## src/rtl/move_executor_if.sv

```systemverilog
// Move request/completion channel between a move source (master) and move_executor (slave).
interface move_executor_if #(
  parameter int NUM_AXES = 6
);
  localparam int FW = (NUM_AXES > 1) ? $clog2(NUM_AXES) : 1;

  logic          move_valid;
  logic          move_ready;
  logic [FW-1:0] move_face;
  logic          move_dir;
  logic          move_half;
  logic          move_done;
  logic [1:0]    move_status;

  modport master (
    output move_valid, move_face, move_dir, move_half,
    input  move_ready, move_done, move_status
  );

  modport slave (
    input  move_valid, move_face, move_dir, move_half,
    output move_ready, move_done, move_status
  );
endinterface

```

## src/rtl/move_executor.sv

```systemverilog
// Executes one quarter/half turn on a stepper face: dir setup, step pulses, settle, one-cycle done; accepts only when idle.
// Optional macro MOVE_ACCEL_EN: the first and last ramp steps run at double phase length.
module move_executor #(
  parameter int NUM_AXES      = 6,
  parameter int QUARTER_STEPS = 50,
  parameter int HALF_PERIOD   = 31250,
  parameter int DIR_SETUP     = 100,
  parameter int SETTLE        = 400,
  parameter int RAMP_STEPS    = 8
) (
  input  logic                clock,
  input  logic                reset_n,
  input  logic                disable_steppers,
  move_executor_if.slave      mv,
  output logic                step_pin,
  output logic                dir_pin,
  output logic [NUM_AXES-1:0] en_pins,
  output logic                busy
);

`ifdef MOVE_ACCEL_EN
  localparam bit ACCEL = 1'b1;
`else
  localparam bit ACCEL = 1'b0;
`endif

  localparam int RAMP_MAX = ACCEL ? RAMP_STEPS : 0;
  localparam int PH_SLOW  = ACCEL ? 2 * HALF_PERIOD : HALF_PERIOD;
  localparam int MAXL_A   = (DIR_SETUP > SETTLE) ? DIR_SETUP : SETTLE;
  localparam int MAXL     = (MAXL_A > PH_SLOW) ? MAXL_A : PH_SLOW;
  localparam int CW       = (MAXL > 1) ? $clog2(MAXL) : 1;
  localparam int SW       = $clog2(2 * QUARTER_STEPS + 1);

  localparam logic [NUM_AXES-1:0] EN_ONE     = NUM_AXES'(1);
  localparam logic [1:0]          STAT_OK    = 2'b00;
  localparam logic [1:0]          STAT_BAD   = 2'b01;
  localparam logic [1:0]          STAT_ABORT = 2'b10;

  typedef enum logic [2:0] {
    ST_IDLE, ST_SETUP, ST_STEP_HI, ST_STEP_LO, ST_SETTLE, ST_DONE
  } state_t;

  state_t              state_q;
  logic [CW-1:0]       cnt_q;
  logic [SW-1:0]       rem_q;
  logic                half_q;
  logic                step_q;
  logic                dir_q;
  logic [NUM_AXES-1:0] en_q;
  logic                done_q;
  logic [1:0]          status_q;
  logic                busy_q;

  logic          ready;
  logic          face_bad;
  logic [CW-1:0] len_cur_d;
  logic [CW-1:0] len_next_d;
  int            n_steps;
  int            ramp;
  int            rem_i;

  assign ready    = (state_q == ST_IDLE) && !disable_steppers && reset_n;
  assign face_bad = 32'(mv.move_face) >= NUM_AXES;

  // Phase length (minus one) of the current step and of the step after it; rem counts down from n_steps to 1.
  always_comb begin
    n_steps    = half_q ? 2 * QUARTER_STEPS : QUARTER_STEPS;
    ramp       = (RAMP_MAX < n_steps / 2) ? RAMP_MAX : n_steps / 2;
    rem_i      = int'(rem_q);
    len_cur_d  = ((rem_i > n_steps - ramp) || (rem_i <= ramp))
               ? CW'(PH_SLOW - 1) : CW'(HALF_PERIOD - 1);
    len_next_d = ((rem_i - 1 > n_steps - ramp) || (rem_i - 1 <= ramp))
               ? CW'(PH_SLOW - 1) : CW'(HALF_PERIOD - 1);
  end

  always_ff @(posedge clock) begin
    if (!reset_n) begin
      state_q  <= ST_IDLE;
      cnt_q    <= '0;
      rem_q    <= '0;
      half_q   <= 1'b0;
      step_q   <= 1'b0;
      dir_q    <= 1'b0;
      en_q     <= '0;
      done_q   <= 1'b0;
      status_q <= STAT_OK;
      busy_q   <= 1'b0;
    end else begin
      done_q <= 1'b0;
      case (state_q)
        ST_IDLE: begin
          if (mv.move_valid && ready) begin
            dir_q  <= mv.move_dir;
            half_q <= mv.move_half;
            busy_q <= 1'b1;
            rem_q  <= mv.move_half ? SW'(2 * QUARTER_STEPS) : SW'(QUARTER_STEPS);
            if (face_bad) begin
              state_q  <= ST_DONE;
              done_q   <= 1'b1;
              status_q <= STAT_BAD;
            end else begin
              state_q <= ST_SETUP;
              en_q    <= EN_ONE << mv.move_face;
              cnt_q   <= CW'(DIR_SETUP - 1);
            end
          end
        end
        ST_DONE: begin
          state_q <= ST_IDLE;
          busy_q  <= 1'b0;
        end
        default: begin
          if (disable_steppers) begin
            state_q  <= ST_DONE;
            step_q   <= 1'b0;
            en_q     <= '0;
            cnt_q    <= '0;
            done_q   <= 1'b1;
            status_q <= STAT_ABORT;
          end else if (cnt_q != '0) begin
            cnt_q <= cnt_q - 1'b1;
          end else begin
            case (state_q)
              ST_SETUP: begin
                state_q <= ST_STEP_HI;
                step_q  <= 1'b1;
                cnt_q   <= len_cur_d;
              end
              ST_STEP_HI: begin
                state_q <= ST_STEP_LO;
                step_q  <= 1'b0;
                cnt_q   <= len_cur_d;
              end
              ST_STEP_LO: begin
                if (rem_q == SW'(1)) begin
                  state_q <= ST_SETTLE;
                  cnt_q   <= CW'(SETTLE - 1);
                end else begin
                  rem_q   <= rem_q - 1'b1;
                  state_q <= ST_STEP_HI;
                  step_q  <= 1'b1;
                  cnt_q   <= len_next_d;
                end
              end
              ST_SETTLE: begin
                state_q  <= ST_DONE;
                en_q     <= '0;
                done_q   <= 1'b1;
                status_q <= STAT_OK;
              end
              default: state_q <= ST_IDLE;
            endcase
          end
        end
      endcase
    end
  end

  assign mv.move_ready  = ready;
  assign mv.move_done   = done_q;
  assign mv.move_status = status_q;
  assign step_pin       = step_q;
  assign dir_pin        = dir_q;
  assign en_pins        = en_q;
  assign busy           = busy_q;

endmodule
```

## src/flat_wrapper.sv

```systemverilog
// flat-port wrapper written by rule: the top's interface ports become plain ports
module move_executor_flat 
#(
  parameter int NUM_AXES      = 6,
  parameter int QUARTER_STEPS = 50,
  parameter int HALF_PERIOD   = 31250,
  parameter int DIR_SETUP     = 100,
  parameter int SETTLE        = 400,
  parameter int RAMP_STEPS    = 8
)
  (clock, reset_n, disable_steppers, step_pin, dir_pin, en_pins, busy, mv_move_valid, mv_move_face, mv_move_dir, mv_move_half, mv_move_ready, mv_move_done, mv_move_status);
  move_executor_if #(.NUM_AXES(NUM_AXES)) mv_i ();
  input  logic clock;
  input  logic reset_n;
  input  logic disable_steppers;
  output logic step_pin;
  output logic dir_pin;
  output logic [NUM_AXES-1:0] en_pins;
  output logic busy;
  input wire logic [$bits(mv_i.move_valid)-1:0] mv_move_valid;
  input wire logic [$bits(mv_i.move_face)-1:0] mv_move_face;
  input wire logic [$bits(mv_i.move_dir)-1:0] mv_move_dir;
  input wire logic [$bits(mv_i.move_half)-1:0] mv_move_half;
  output wire logic [$bits(mv_i.move_ready)-1:0] mv_move_ready;
  output wire logic [$bits(mv_i.move_done)-1:0] mv_move_done;
  output wire logic [$bits(mv_i.move_status)-1:0] mv_move_status;
  assign mv_i.move_valid = mv_move_valid;
  assign mv_i.move_face = mv_move_face;
  assign mv_i.move_dir = mv_move_dir;
  assign mv_i.move_half = mv_move_half;
  assign mv_move_ready = mv_i.move_ready;
  assign mv_move_done = mv_i.move_done;
  assign mv_move_status = mv_i.move_status;
  move_executor #(.NUM_AXES(NUM_AXES), .QUARTER_STEPS(QUARTER_STEPS), .HALF_PERIOD(HALF_PERIOD), .DIR_SETUP(DIR_SETUP), .SETTLE(SETTLE), .RAMP_STEPS(RAMP_STEPS)) u_core (.clock(clock), .reset_n(reset_n), .disable_steppers(disable_steppers), .mv(mv_i), .step_pin(step_pin), .dir_pin(dir_pin), .en_pins(en_pins), .busy(busy));
endmodule
```

## config.mk

```make
export PLATFORM = sky130hd
export DESIGN_NAME = move_executor_flat
export DESIGN_NICKNAME = d
export VERILOG_FILES = /design/src/rtl/move_executor_if.sv /design/src/rtl/move_executor.sv /design/src/flat_wrapper.sv
export SDC_FILE = /design/constraint.sdc
export NUM_CORES = 1
export LEC_CHECK = 0
export ABC_AREA = 1
export CORE_ASPECT_RATIO = 1.4
export CORE_UTILIZATION = 52
export DETAILED_ROUTE_END_ITERATION = 7
export PLACE_DENSITY_LB_ADDON = 0.05
export SLEW_MARGIN = 20
export SYNTH_ARGS = -nofsm -noshare
export SYNTH_HDL_FRONTEND = slang
export SYNTH_SLANG_ARGS = --single-unit
```

## constraint.sdc

```tcl
create_clock -name clock -period 1.4 [get_ports clock]
set_input_delay 0.35 -clock clock [delete_from_list [all_inputs] [get_ports clock]]
set_output_delay 0.35 -clock clock [all_outputs]
set_load 0.01 [all_outputs]
```

Word level (Yosys, flattened, before mapping)
Cells that the tools add are included.
{ "op_classes": {"bitwise": 2, "n_lt_le_gt_ge": 1, "n_div": 0, "n_reduce_logical": 21, "muxes": 45, "add_sub_neg": 2, "n_eq_ne": 16, "shift": 1, "n_mul": 0} }
{ "op_table": {"columns": ["op", "count"], "rows": [
  ["$mux W15", 5],
  ["$pmux W15 S2", 2],
  ["$mux W7", 6],
  ["$mux W6", 5],
  ["$mux W3", 5],
  ["$reduce_bool A15 Y1", 1],
  ["$sub A15 B1 Y15 const B", 1],
  ["$pmux W7 S2", 1],
  ["$pmux W3 S4", 1],
  ["$pmux W6 S2", 1],
  ["$mux W2", 5],
  ["$reduce_and A5 Y1", 2],
  ["$mux W1", 9],
  ["$ne A2 B1 Y1 const B", 4],
  ["$reduce_and A4 Y1", 2],
  ["$eq A7 B1 Y1 const B", 1],
  ["$sub A7 B1 Y7 const B", 1],
  ["$eq A3 B2 Y1 const B", 2],
  ["$eq A3 B3 Y1 const B", 2],
  ["$ne A2 B2 Y1 const B", 3],
  ["$pmux W3 S2", 1],
  ["$reduce_and A2 Y1", 3],
  ["$reduce_and A6 Y1", 1],
  ["$shl A1 B3 Y6 const A", 1],
  ["17 further kinds", 23]
]} }
{ "word_totals": {"regBits": 37, "rom_bits": 0, "n_memories": 0, "output_inout_bits": 13, "wordCells": 97, "ramBits": 0, "inputBits": 9, "latchBits": 0} }

Depth between registers and ports, before layout
Gate-level depths: netlist of the first run.
{ "depth": {"word_depth": 6, "ltp_mapped": 13, "depth_no_buf": 13} }

Worst setup path after synthesis of the first run
OpenSTA, ideal clock, no wires.
{ "synth_path": {"path_type": "register -> output", "start": "reg u_core.state_q[0]", "end": "out mv_move_ready", "required_time_ns": 1.050, "path_stages_with_launch": 6, "arrival_time_ns": 1.202, "path_slack_ns": -0.152, "path_buffers": 2, "path_cell_list": "dfxtp_1 nor2_4 nand2_4 buf_6 clkbuf_1 nor3_1"} }
{ "synth_via": {"elab_chain_cells": 3} }
{ "synth_lines": {"columns": ["item", "line", "text"], "rows": [
  ["start, declared", "move_executor.sv:43", "state_t state_q;"],
  ["start signal, assigned", "move_executor.sv:78", "state_q <= ST_IDLE;"],
  ["start signal, assigned", "move_executor.sv:98", "state_q <= ST_DONE;"],
  ["start signal, assigned", "move_executor.sv:102", "state_q <= ST_SETUP;"],
  ["$logic_not A3 Y1", "move_executor.sv:62", "assign ready = (state_q == ST_IDLE) && !disable_steppers && reset_n;"],
  ["$logic_and A1 B1 Y1 (2 in a row)", "move_executor.sv:62", null],
  ["end, declared", "flat_wrapper.sv:24", "output wire logic [$bits(mv_i.move_ready)-1:0] mv_move_ready;"]
]} }
Every way passes these cells.

Final worst setup path of the first run
{ "layout_path": {"start": "reg u_core.cnt_q[0]", "end": "reg u_core.cnt_q[12]"} }
{ "layout_via": {"elab_chain_cells": 4, "word_cells_on_any_way": 7, "cone_classes": "add/sub: 1; mux: 3; reduce/logical: 3"} }
{ "layout_lines": {"columns": ["item", "line", "text"], "rows": [
  ["start, declared", "move_executor.sv:44", "logic [CW-1:0] cnt_q;"],
  ["start signal, assigned", "move_executor.sv:104", "cnt_q <= CW'(DIR_SETUP - 1);"],
  ["start signal, assigned", "move_executor.sv:121", "cnt_q <= cnt_q - 1'b1;"],
  ["start signal, assigned", "move_executor.sv:127", "cnt_q <= len_cur_d;"],
  ["$sub A15 B1 Y15 / $reduce_bool A15 Y1 (equally long branches)", "move_executor.sv:121, move_executor.sv:120", null],
  ["$mux W15", "move_executor.sv:120", "end else if (cnt_q != '0) begin"],
  ["$mux W15", "move_executor.sv:113", "if (disable_steppers) begin"],
  ["$pmux W15 S2", "move_executor.sv:90", "case (state_q)"]
]} }
Parallel ways exist; a longest one is shown, timed or not.
A chain may end at the register's enable or synchronous reset.

==> flow_metrics.tcl, run 1 <==
set metrics [dict create \
    per_cell_routed_wire_length_um 15.77 \
    worstMarginPinSlew_ns 0.3453 \
    grt_setup_unrepaired "true" \
    max_freq_mhz 608.8 \
    post-dp-hpwl_mm 5.096 \
    grt_first_pass_wirelength_mm 12.59 \
    syn_area_per_cell_sq_um 6.009 \
    final_cell_count_no_fill 589 \
    initial_core_util_pct 54.90 \
    vias 3176 \
    timing.critical_path.from_type "register" \
    failed_checks "setup timing" \
    synth_cells 421 \
    layout-area-overhead-vs-synth_pct 57.02 \
    diodes 0 \
    netlist-cell-type-count 28 \
    timing.reg2reg.worst_path_depth 12 \
    min_delay_worst_endpoint "u_core.mv.move_status[0]" \
    finalCritPeriodShare_pct 117.3 \
    critical_path_peak_fanout 4 \
    setup_ws_ns -0.2425 \
    ctsHoldBuffers 0 \
    root_buffer "clkbuf_8" \
    cell_with_the_most_instances_after_synthesis "nand2_1" \
    total_i_o_pin_count 22 \
    worst-setup-path-type "register to register" \
    place.port_buffers 21 \
    die-width_um 60.95 \
    min-delay-start "u_core.mv.move_status[0]" \
    grt_max_degree 29 \
    tritoncts.num_buffers 5 \
    skew_ns 0.01608 \
    r2r-start "u_core.cnt_q[0]" \
    grt_antenna_before_repair 0 \
    report.final.setup_viol 36 \
    drt_iter0_markers 294 \
    seq_area_frac_synth_pct 29.28 \
    die_span_y_um 84.53 \
    timing.max_slew.rel_slack_pct 76.98 \
    post-route-min-period_ns 1.643 \
    clock_pin_slew_on_the_worst_setup_and_hold_paths_ns 0.09 \
    clkLatencyLatePin_ns 0.31 \
    finalHoldViolCount 0 \
    worst-endpoint-arrival_ns 1.85 \
    drive_gt1_share_pct 37.57 \
    timing.critical_path.required_ns 1.61 \
    cts_htree_levels 2 \
    route.final.wire_length_mm 9.291 \
    core_area_sq_um 4608 \
    drtPass1Iterations 5 \
    post_synth_main_area_contributors "dfxtp_1, nand2_1, nor2_1, inv_1, nand3_1" \
    post_synthesis_cell_type_with_the_largest_combined_area "dfxtp_1" \
    post_synth_instance_area_sq_um 2530 \
    overflow 0 \
    ff2ff_setup_slack_ns -0.24 \
    clk_path_buf_depth 2 \
    num_rows 29 \
    cts_tree "built" \
    yosys_register_bits 37 \
    synth-edff-count 0 \
    timing_max_transition_violations_final 0 \
    maxCapViolCount 0 \
    total_instance_count_after_detailed_placement 565 \
    hold_path_class "register to register" \
    groute.usage.overall_pct 32.83 \
    route.detailed.vias_per_inst 5.392 \
    synth.top_cell.area_share_pct 29.28 \
    antenna_left 0 \
    worst_hold_path.num_cells 2 \
    ys.warnings.count 0 \
    fillers 257 \
    synth_nets 434 \
    worstReg2RegEnd "u_core.cnt_q[12]" \
    run_status "finished, violations left" \
    place.gp.congestion 0.9271 \
    post-route-drc-count 0 \
    numClockSinks 37 \
    detailed_place.area_sq_um 3366 \
    first_global_vias 2966 \
    ys_top_cells_by_count "nand2_1, nor2_1, inv_1" \
    crit_path_end_kind "register" \
    synth_flop_cell "dfxtp_1" \
    die_outline_area_sq_um 5152 \
    design.final.nets 539 \
    postSynth.asyncResetShare_pct 0 \
    design_area_sq_um 3973 \
]
metrics by stage:
stage	utilization, %	hold slack [ns]	setup WS, ns	setup TNS (ns)
after floorplan	-	0.4529	-0.02647	-0.2444
after global placement	73.04	0.4553	-0.6810	-17.08
after detailed placement	73.04	0.4576	-0.6811	-18.46
after CTS	80.29	0.4685	-0.1578	-2.494
after global routing	86.21	0.4805	-0.3318	-8.957
final	86.21	0.4620	-0.2425	-6.224
sequential cells by signal (all words and copies together) (netlist names):
| name | flops |
|---|---|
| u_core.cnt_q | 15 |
| u_core.step_pin | 1 |
| u_core.mv.move_status | 2 |
| u_core.rem_q | 7 |
| u_core.en_pins | 6 |
| u_core.dir_pin | 1 |
| u_core.state_q | 3 |
| u_core.busy | 1 |
| u_core.mv.move_done | 1 |
repair_timing:
item / CTS / global route
setup buffers: 7 / 9
setup endpoints to repair: 49 / 36
resized for setup: 60 / 59
pin swaps: 9 / 11
cloned: 1 / 0
cells by family after synthesis:
| kind of cell | count (synthesis) | synth area share [%] |
|---|---|---|
| DFF | 37 | 29.28 |
| buffers and inverters | 66 | 11.03 |
| adders and majority gates | 4 | 1.978 |
| xor gates and xnor gates | 3 | 1.039 |
| AOI/OAI and AO/OA | 34 | 7.270 |
| and+or+nand+nor | 277 | 49.41 |
worst max-delay path, cell delays in order, from the launching register on:
cell,delay [ns]
dfxtp_2,0.34
inv_4,0.08
ha_4,0.15
nand3_2,0.10
nor2_4,0.18
nand2_1,0.13
nor2_1,0.13
nor2_1,0.05
buf_4,0.15
nand2_1,0.06
nand2_1,0.05
nand2_1,0.08
nor2_1,0.05
layout by cell type, fill, tap and decap left out, drive strengths merged:
master         count
nand2            133
nor2              94
buf               85
inv               57
dfxtp             37
nand3             35
o21ai             17
a21oi             16
dlygate4sd2       14
nand4             12
clkbuf             5
clkdlybuf4s50      5
ha                 4
xor2               3
or2                3
clkinv             2
bufinv             2
nor3               1
o21bai             1
dlymetal6s2s       1
cell type report:
type / instances / area (sq um) / share of cell area (%)
multi-input combinational: 319 / 1883 / 47.40
timing repair buffer: 105 / 884.6 / 22.27
sequential: 37 / 752.0 / 18.93
inverter: 58 / 241.5 / 6.079
tap: 62 / 77.57 / 1.953
clock buffer: 5 / 68.82 / 1.732
clock inverter: 3 / 65.06 / 1.638
worst max path at each step:
stage                                  from           endpoint  cells after the start
after detailed placement            reset_n      mv_move_ready                      4
final                       u_core.cnt_q[0]   u_core.cnt_q[12]                     12
after floorplan             u_core.cnt_q[0]  u_core.en_pins[1]                     12
after global routing        u_core.cnt_q[1]    u_core.step_pin                     12
after global placement              reset_n      mv_move_ready                      4
after CTS                 u_core.state_q[1]      mv_move_ready                      4
per-layer routing:
layer / track usage (%) / routed length [um] / up-vias
li1: - / - / 1518
met3: 6.163 / 654 / 64
met1: 33.17 / 3258 / 1436
met2: 56.84 / 4689 / 158
met5: 0 / 0 / -
met4: 24.38 / 689 / 0
Power of run 1 is not shown: default switching activity piles up to over one toggle a cycle in this logic, so the estimate is an artifact.
==> inputs of run 2 (changes only) <==
- CAP_MARGIN: not set -> 20
- CORE_UTILIZATION: 52 -> 57
- DONT_BUFFER_PORTS: not set -> 1
==> flow_metrics.tcl, run 2 (same netlist as run 1, synthesis figures left out) <==
set metrics [dict create \
    run_status "finished, violations left" \
    failed_checks "setup timing" \
    drive_gt1_share_pct 40.08 \
    antenna_left 0 \
    grt_first_pass_wirelength_mm 11.72 \
    first_global_vias 2704 \
    design.final.nets 511 \
    grt_max_degree 31 \
    core_area_sq_um 4239 \
    timing.critical_path.from_type "register" \
    critPathTopFamily "simple AND/OR/NAND/NOR gates" \
    layout_commonest_cell "nand2_1" \
    area.sequential_sq_um 750.7 \
    largest_register "u_core.cnt_q" \
    worstMarginPinSlew_ns 0.3247 \
    layout-area-overhead-vs-synth_pct 46.04 \
    drtPass1Iterations 5 \
    grt_antenna_before_repair 0 \
    design_area_sq_um 3695 \
    die_outline_area_sq_um 4713 \
    numClockSinks 37 \
    largest_register_ffs 15 \
    skew_ns 0.006093 \
    clock_pin_slew_on_the_worst_setup_and_hold_paths_ns 0.07 \
    num_rows 28 \
    route.detailed.vias_per_inst 5.544 \
    drt_iter0_markers 216 \
    crit_path_end_kind "register" \
    layout.cells.most_common_list "nand2_1, nor2_1, buf_4, inv_1, dfxtp_1" \
    worst-setup-path-type "register to register" \
    met2RoutedLength_mm 4.747 \
    timing.critical_path.required_ns 1.58 \
    tritoncts.num_buffers 5 \
    place.gp.congestion 0.9260 \
    timing_max_transition_violations_final 0 \
    diodes 0 \
    top_signal_layer_used "met4" \
    totalNegativeSetupSlack_ns -4.235 \
    crit_chain "inv_4 -> ha_4 -> nand3_4 -> nor2_4 -> nand3_4 -> nor2_4 -> inv_4 -> nand2_8 -> nand2_1 -> nand2_1 -> nor2_1" \
    place.port_buffers 0 \
    post-route-drc-count 0 \
    overflow 0 \
    fillers 211 \
    critical_path_peak_fanout 8 \
    timing.critical_path.slowest_cell_delay_ns 0.33 \
    cts_tree "built" \
    timing.max_slew.rel_slack_pct 78.12 \
    setup_ws_ns -0.2364 \
    wl_met1_mm 3.280 \
    timing.critical_path.buf_inv 2 \
    finalHoldViolCount 0 \
    post-dp-hpwl_mm 4.864 \
    grt_setup_unrepaired "true" \
    clkLatencyLatePin_ns 0.29 \
    dr_wl_met3_um 581 \
    hold_path_class "primary input to register" \
    total_i_o_pin_count 22 \
    report.final.setup_viol 36 \
    route.final.wire_length_mm 9.073 \
    per_cell_routed_wire_length_um 16.23 \
    worst-endpoint-arrival_ns 1.82 \
    detailed_place.area_sq_um 3095 \
    clk_path_buf_depth 2 \
    post-route-min-period_ns 1.636 \
    groute.usage.overall_pct 32.53 \
    die_span_y_um 80.83 \
    maxCapViolCount 0 \
    max_freq_mhz 611.1 \
    root_buffer "clkbuf_8" \
    vias 3099 \
    die-width_um 58.31 \
    finalCritPeriodShare_pct 116.9 \
    cts_htree_levels 2 \
    initial_core_util_pct 59.68 \
    multi_input_area_sq_um 1929 \
    critical_path.slowest_cell "dfxtp_2" \
]
run 2: final cells by class:
type | instances | area share (%)
Clock buffer | 8 | 2.167
Inverter | 58 | 6.265
Multi-Input combinational cell | 320 | 52.22
Sequential cell | 37 | 20.32
Tap cell | 60 | 2.032
Timing Repair Buffer | 76 | 17.00
run 2: layer usage:
| metal | vias up | track usage (%) |
|---|---|---|
| met5 | - | 0 |
| met4 | 0 | 18.33 |
| li1 | 1462 | - |
| met3 | 47 | 4.936 |
| met2 | 183 | 60.57 |
| met1 | 1407 | 34.12 |
run 2: through the flow:
| step | setup WS [ns] | utilization [%] | hold WS (ns) | instances |
|---|---|---|---|---|
| after floorplan | -0.02647 | - | 0.4529 | 421 |
| after global placement | -0.1911 | 73.02 | 0.4648 | 536 |
| after detailed placement | -0.2292 | 73.02 | 0.4712 | 536 |
| after CTS | -0.1362 | 81.97 | 0.1653 | 556 |
| after global routing | -0.2997 | 87.16 | 0.1668 | 559 |
| final | -0.2364 | 87.16 | 0.1776 | 559 |
run 2: worst paths after layout:
kind / depth (start not counted) / slack (ns) / from / end
worst min register to register: 2 / 0.51 / u_core.en_pins[2] / u_core.en_pins[2]
worst max-delay path: 11 / -0.24 / u_core.cnt_q[1] / u_core.cnt_q[0]
worst min-delay path: 2 / 0.18 / reset_n / u_core.rem_q[1]
worst max register to register: 11 / -0.24 / u_core.cnt_q[1] / u_core.cnt_q[0]
run 2: worst register-to-register path, cell delays in order (launching register included):
cell	delay, ns
dfxtp_2	0.33
inv_4	0.08
ha_4	0.17
nand3_4	0.08
nor2_4	0.14
nand3_4	0.13
nor2_4	0.18
inv_4	0.09
nand2_8	0.11
nand2_1	0.07
nand2_1	0.10
nor2_1	0.06
run 2: repair_timing:
| action | CTS | global route |
|---|---|---|
| gates cloned | 2 | 0 |
| buffers inserted | 11 | 5 |
| pin swaps | 35 | 32 |
| gates resized for setup | 57 | 57 |
| endpoints found under the setup margin | 36 | 36 |
| hold buffers | 0 | 0 |
Power of run 2 is left out for the same reason.
==> RTL change 1: new RTL, flow settings as in run 1 <==
Re-encode `state_t` (6 states) as one-hot, 6 bits wide.
--- a/src/rtl/move_executor.sv
+++ b/src/rtl/move_executor.sv
@@ -37,6 +37,6 @@
   localparam logic [1:0]          STAT_ABORT = 2'b10;
 
-  typedef enum logic [2:0] {
-    ST_IDLE, ST_SETUP, ST_STEP_HI, ST_STEP_LO, ST_SETTLE, ST_DONE
+  typedef enum logic [5:0] {
+    ST_IDLE = 6'b000001, ST_SETUP = 6'b000010, ST_STEP_HI = 6'b000100, ST_STEP_LO = 6'b001000, ST_SETTLE = 6'b010000, ST_DONE = 6'b100000
   } state_t;
 
Check against the original RTL: no difference found for any inputs over 10 cycles, from zero or initial values and one cycle with reset_n low; not proved beyond that.
==> RTL change 1 against run 1 <==
The run still ends with setup timing left; synthesized cell count down 3.8%; area after synthesis up 2.4%; via count up 12%; die area up 2.3%; routed wire length up 21%; worst setup slack worse by 250 ps; worst hold slack worse by 2.3 ps; utilization up 2.4 points; sequential cell count up 3; cell area up 7.1%.
Power is left out: the tool's default activity adds up to more than one toggle a clock period on the data nets, which glitch-free logic cannot reach.
==> RTL change 1: results (changes against run 1) <==
grt:
  grt_pass1_vias: 3168  # was 2,966
  first_pass_grt_wire_length_mm: 13.7  # was 12.6 mm
  globalRouteTotalUtil_pct: 34.8  # was 32.8%
placement:
  place_inst: 578  # was 565
  pre_cts_ws_ps: -664  # was -681 ps
  gp_routability_congestion: 0.887  # was 0.927
  dp.final_hpwl_mm: 6.06  # was 5.10 mm
  detailed_place.area_mm2: 0.00359  # was 0.00337 mm^2
setup_path:
  critical_path_peak_fanout: 2  # was 4
  ff2ff_path_depth: 10  # was 12
  launch_point_of_the_worst_reg_to_reg_path: "u_core.state_q[5]$_SDFFE_PN0P_"  # was u_core.cnt_q[0]$_SDFFE_PN0P_
routing:
  vias_per_cell: 5.87  # was 5.39
  aggregate_routed_wire_length_mm: 11.3  # was 9.29 mm
  wire_per_inst_um: 18.7  # was 15.8 um
logic_synthesis:
  syn_area_per_cell_um2: 6.40  # was 6.01 um^2
  synthXorXnorAreaFrac_pct: 2.71  # was 1.04%
  synth.top_cells.by_area: "dfxtp_1 31%, nand2_1 15%, nor2_1 10%"  # was dfxtp_1 29%, nand2_1 18%, nor2_1 13%
  synth.distinct_cells: 35  # was 28
  synth_compound_area_share_pct: 11.4  # was 7.27%
sta:
  maxSlewHeadroom_pct: 60.0  # was 77.0%
  worst_slack_ps: -491  # was -243 ps
  tns_ps: -14500  # was -6220 ps
  timing.final.setup_violations: 41  # was 36
worst_hold_path:
  hp-start: "u_core.dir_pin$_SDFFE_PN0P_"  # was u_core.mv.move_status[0]$_SDFFE_PN0P_
  end_of_the_worst_hold_path: "u_core.dir_pin$_SDFFE_PN0P_"  # was u_core.mv.move_status[0]$_SDFFE_PN0P_
outcome:
  status: "complete, but fails checks"  # unchanged
  failed_checks: "setup timing"  # unchanged
cells_and_area:
  drive_gt1_share_pct: 44.1  # was 37.6%
RTL change 1: what timing repair did:
item                       4_1_cts  5_1_grt
setup endpoints to repair       53       41
pin swaps                       23       33
cloned                           0        1
setup buffers                    7       11
gates resized for setup         72       79
RTL change 1: final cells by class:
| cell class | count | share of cell area (%) |
|---|---|---|
| flip-flops and latches | 40 | 19.2 |
| inverters | 48 | 5.00 |
| multi-input cells | 308 | 45.8 |
| repair buffers | 136 | 26.0 |
| well taps | 64 | 1.88 |
| clock buffers | 8 | 2.12 |
RTL change 1: critical path: stages (launching register included):
cell	delay [ps]
dfxtp_2	350
buf_4	140
inv_1	70
nand2_1	120
nor2_1	260
o21ai_0	140
nand2_1	180
nor2_1	70
nor2_1	180
nand4_1	170
a21oi_2	160
RTL change 1: per-layer routing:
metal	wire length, um	global-route usage (%)	vias to the layer above
met1	3870	35.1	1657
met2	5930	63.8	228
met5	0	0	-
met4	743	20.0	0
li1	-	-	1578
met3	741	5.13	80
==> RTL change 2: new RTL, settings of run 1 <==
Made on the original files. The option `MOVE_ACCEL_EN` is turned on by a define.
--- a/src/rtl/move_executor.sv
+++ b/src/rtl/move_executor.sv
@@ -1,4 +1,6 @@
 // Executes one quarter/half turn on a stepper face: dir setup, step pulses, settle, one-cycle done; accepts only when idle.
 // Optional macro MOVE_ACCEL_EN: the first and last ramp steps run at double phase length.
+`define MOVE_ACCEL_EN
+
 module move_executor #(
   parameter int NUM_AXES      = 6,
Check against the original RTL: same outputs for any inputs over 10 cycles, from zero or initial values and one cycle with reset_n low; that may be too few to reach the edited logic, so the function may still have changed.
==> RTL change 2 against run 1 <==
The flow now stops in global routing; area after synthesis up 5.3%.
==> RTL change 2: results (changes against run 1) <==
logic_synthesis:
  synth.mux.area_fraction_pct: 0  # unchanged
  post_synth_inst_count: 408  # was 421
  synth-seq-cells: 39  # was 37
  synthXorXnorAreaFrac_pct: 2.96  # was 1.04%
  ys.warnings.count: 0  # unchanged
  synth_compound_area_share_pct: 18.5  # was 7.27%
  synth.net_count: 432  # was 434
  ys_async_sr_fraction_pct: 0  # unchanged
  synth.distinct_cells: 40  # was 28
  yosys-top-cells-count: "74 x nand2_1, 58 x nor2_1, 52 x inv_1"  # was 123 x nand2_1, 85 x nor2_1, 52 x inv_1
  synth_fa_ha_area_share_pct: 7.04  # was 1.98%
  synth_top_flop_cell: "dfxtp_1"  # unchanged
  synth.top_cells.by_area: "dfxtp_1 29%, nand2_1 10%, nor2_1 8.2%"  # was dfxtp_1 29%, nand2_1 18%, nor2_1 13%
  synth_sequential_area_ratio_pct: 29.3  # about the same
placement:
  dp.final_hpwl_mm: 6.47  # was 5.10 mm
  gp_routability_congestion: 0.924  # was 0.927
  port_buffers: 21  # unchanged
  place_inst: 590  # was 565
  detailed_place.area_mm2: 0.00385  # was 0.00337 mm^2
cts:
  tritoncts.num_buffers: 5  # unchanged
  clock_path_buffers: 2  # unchanged
  clk_root_buffer_cell: "clkbuf_8"  # unchanged
  htreeDepth: 2  # unchanged
outcome:
  first-error: "[ERROR GRT-0232] Routing congestion too high. Check the congestion heatmap in the GUI."
  haltStage: "global routing"
  status: "aborted with a tool error"  # was complete, but fails checks
grt:
  total_grt_overflow: 45
  maximum_number_of_pins_on_one_net_before_global_route_repair: 21
  globalRouteTotalUtil_pct: 65.8
sta:
  crit_endpoint: "u_core.cnt_q[10]$_SDFFE_PN0P_/D"
  worstEndpointType: "sequential cell input"
die:
  floorplan.rows: 30  # was 29
RTL change 2: changes by cell type after synthesis, sizes merged, moves of 7 or more:
cell and delta:
nor3 +7, a21oi +21, nor2 -32, o21ai +16, nand2 -53, ha +11
RTL change 2: kinds of logic after synthesis:
logic type                 count (synthesis)
AOI/OAI and AO/OA                         86
xor gates and xnor gates                   9
adders and majority gates                 15
buffers and inverters                     68
DFF                                       39
and+or+nand+nor                          191
RTL change 2: what timing repair did:
item	in CTS
gates resized for setup	113
pin swaps	28
hold buffers	0
endpoints found under the hold margin	0
buffers inserted	17
cloned	2
setup endpoints to repair	49
RTL change 2: stage by stage:
| step | setup slack (ps) | TNS (ps) | util (%) |
|---|---|---|---|
| 4_1_cts | -678 | -13970 | 90.1 |
| 3_5_place_dp | -752 | -23880 | 79.0 |
| 3_3_place_gp | -668 | -21790 | 79.0 |
| 2_1_floorplan | -611 | -7810 | - |
RTL change 2: per-layer routing:
layer  global-route usage [%]  GRT overflow
met3                     35.4             0
met2                     95.3            28
met5                        0             0
met1                     61.9             0
met4                     76.1            17
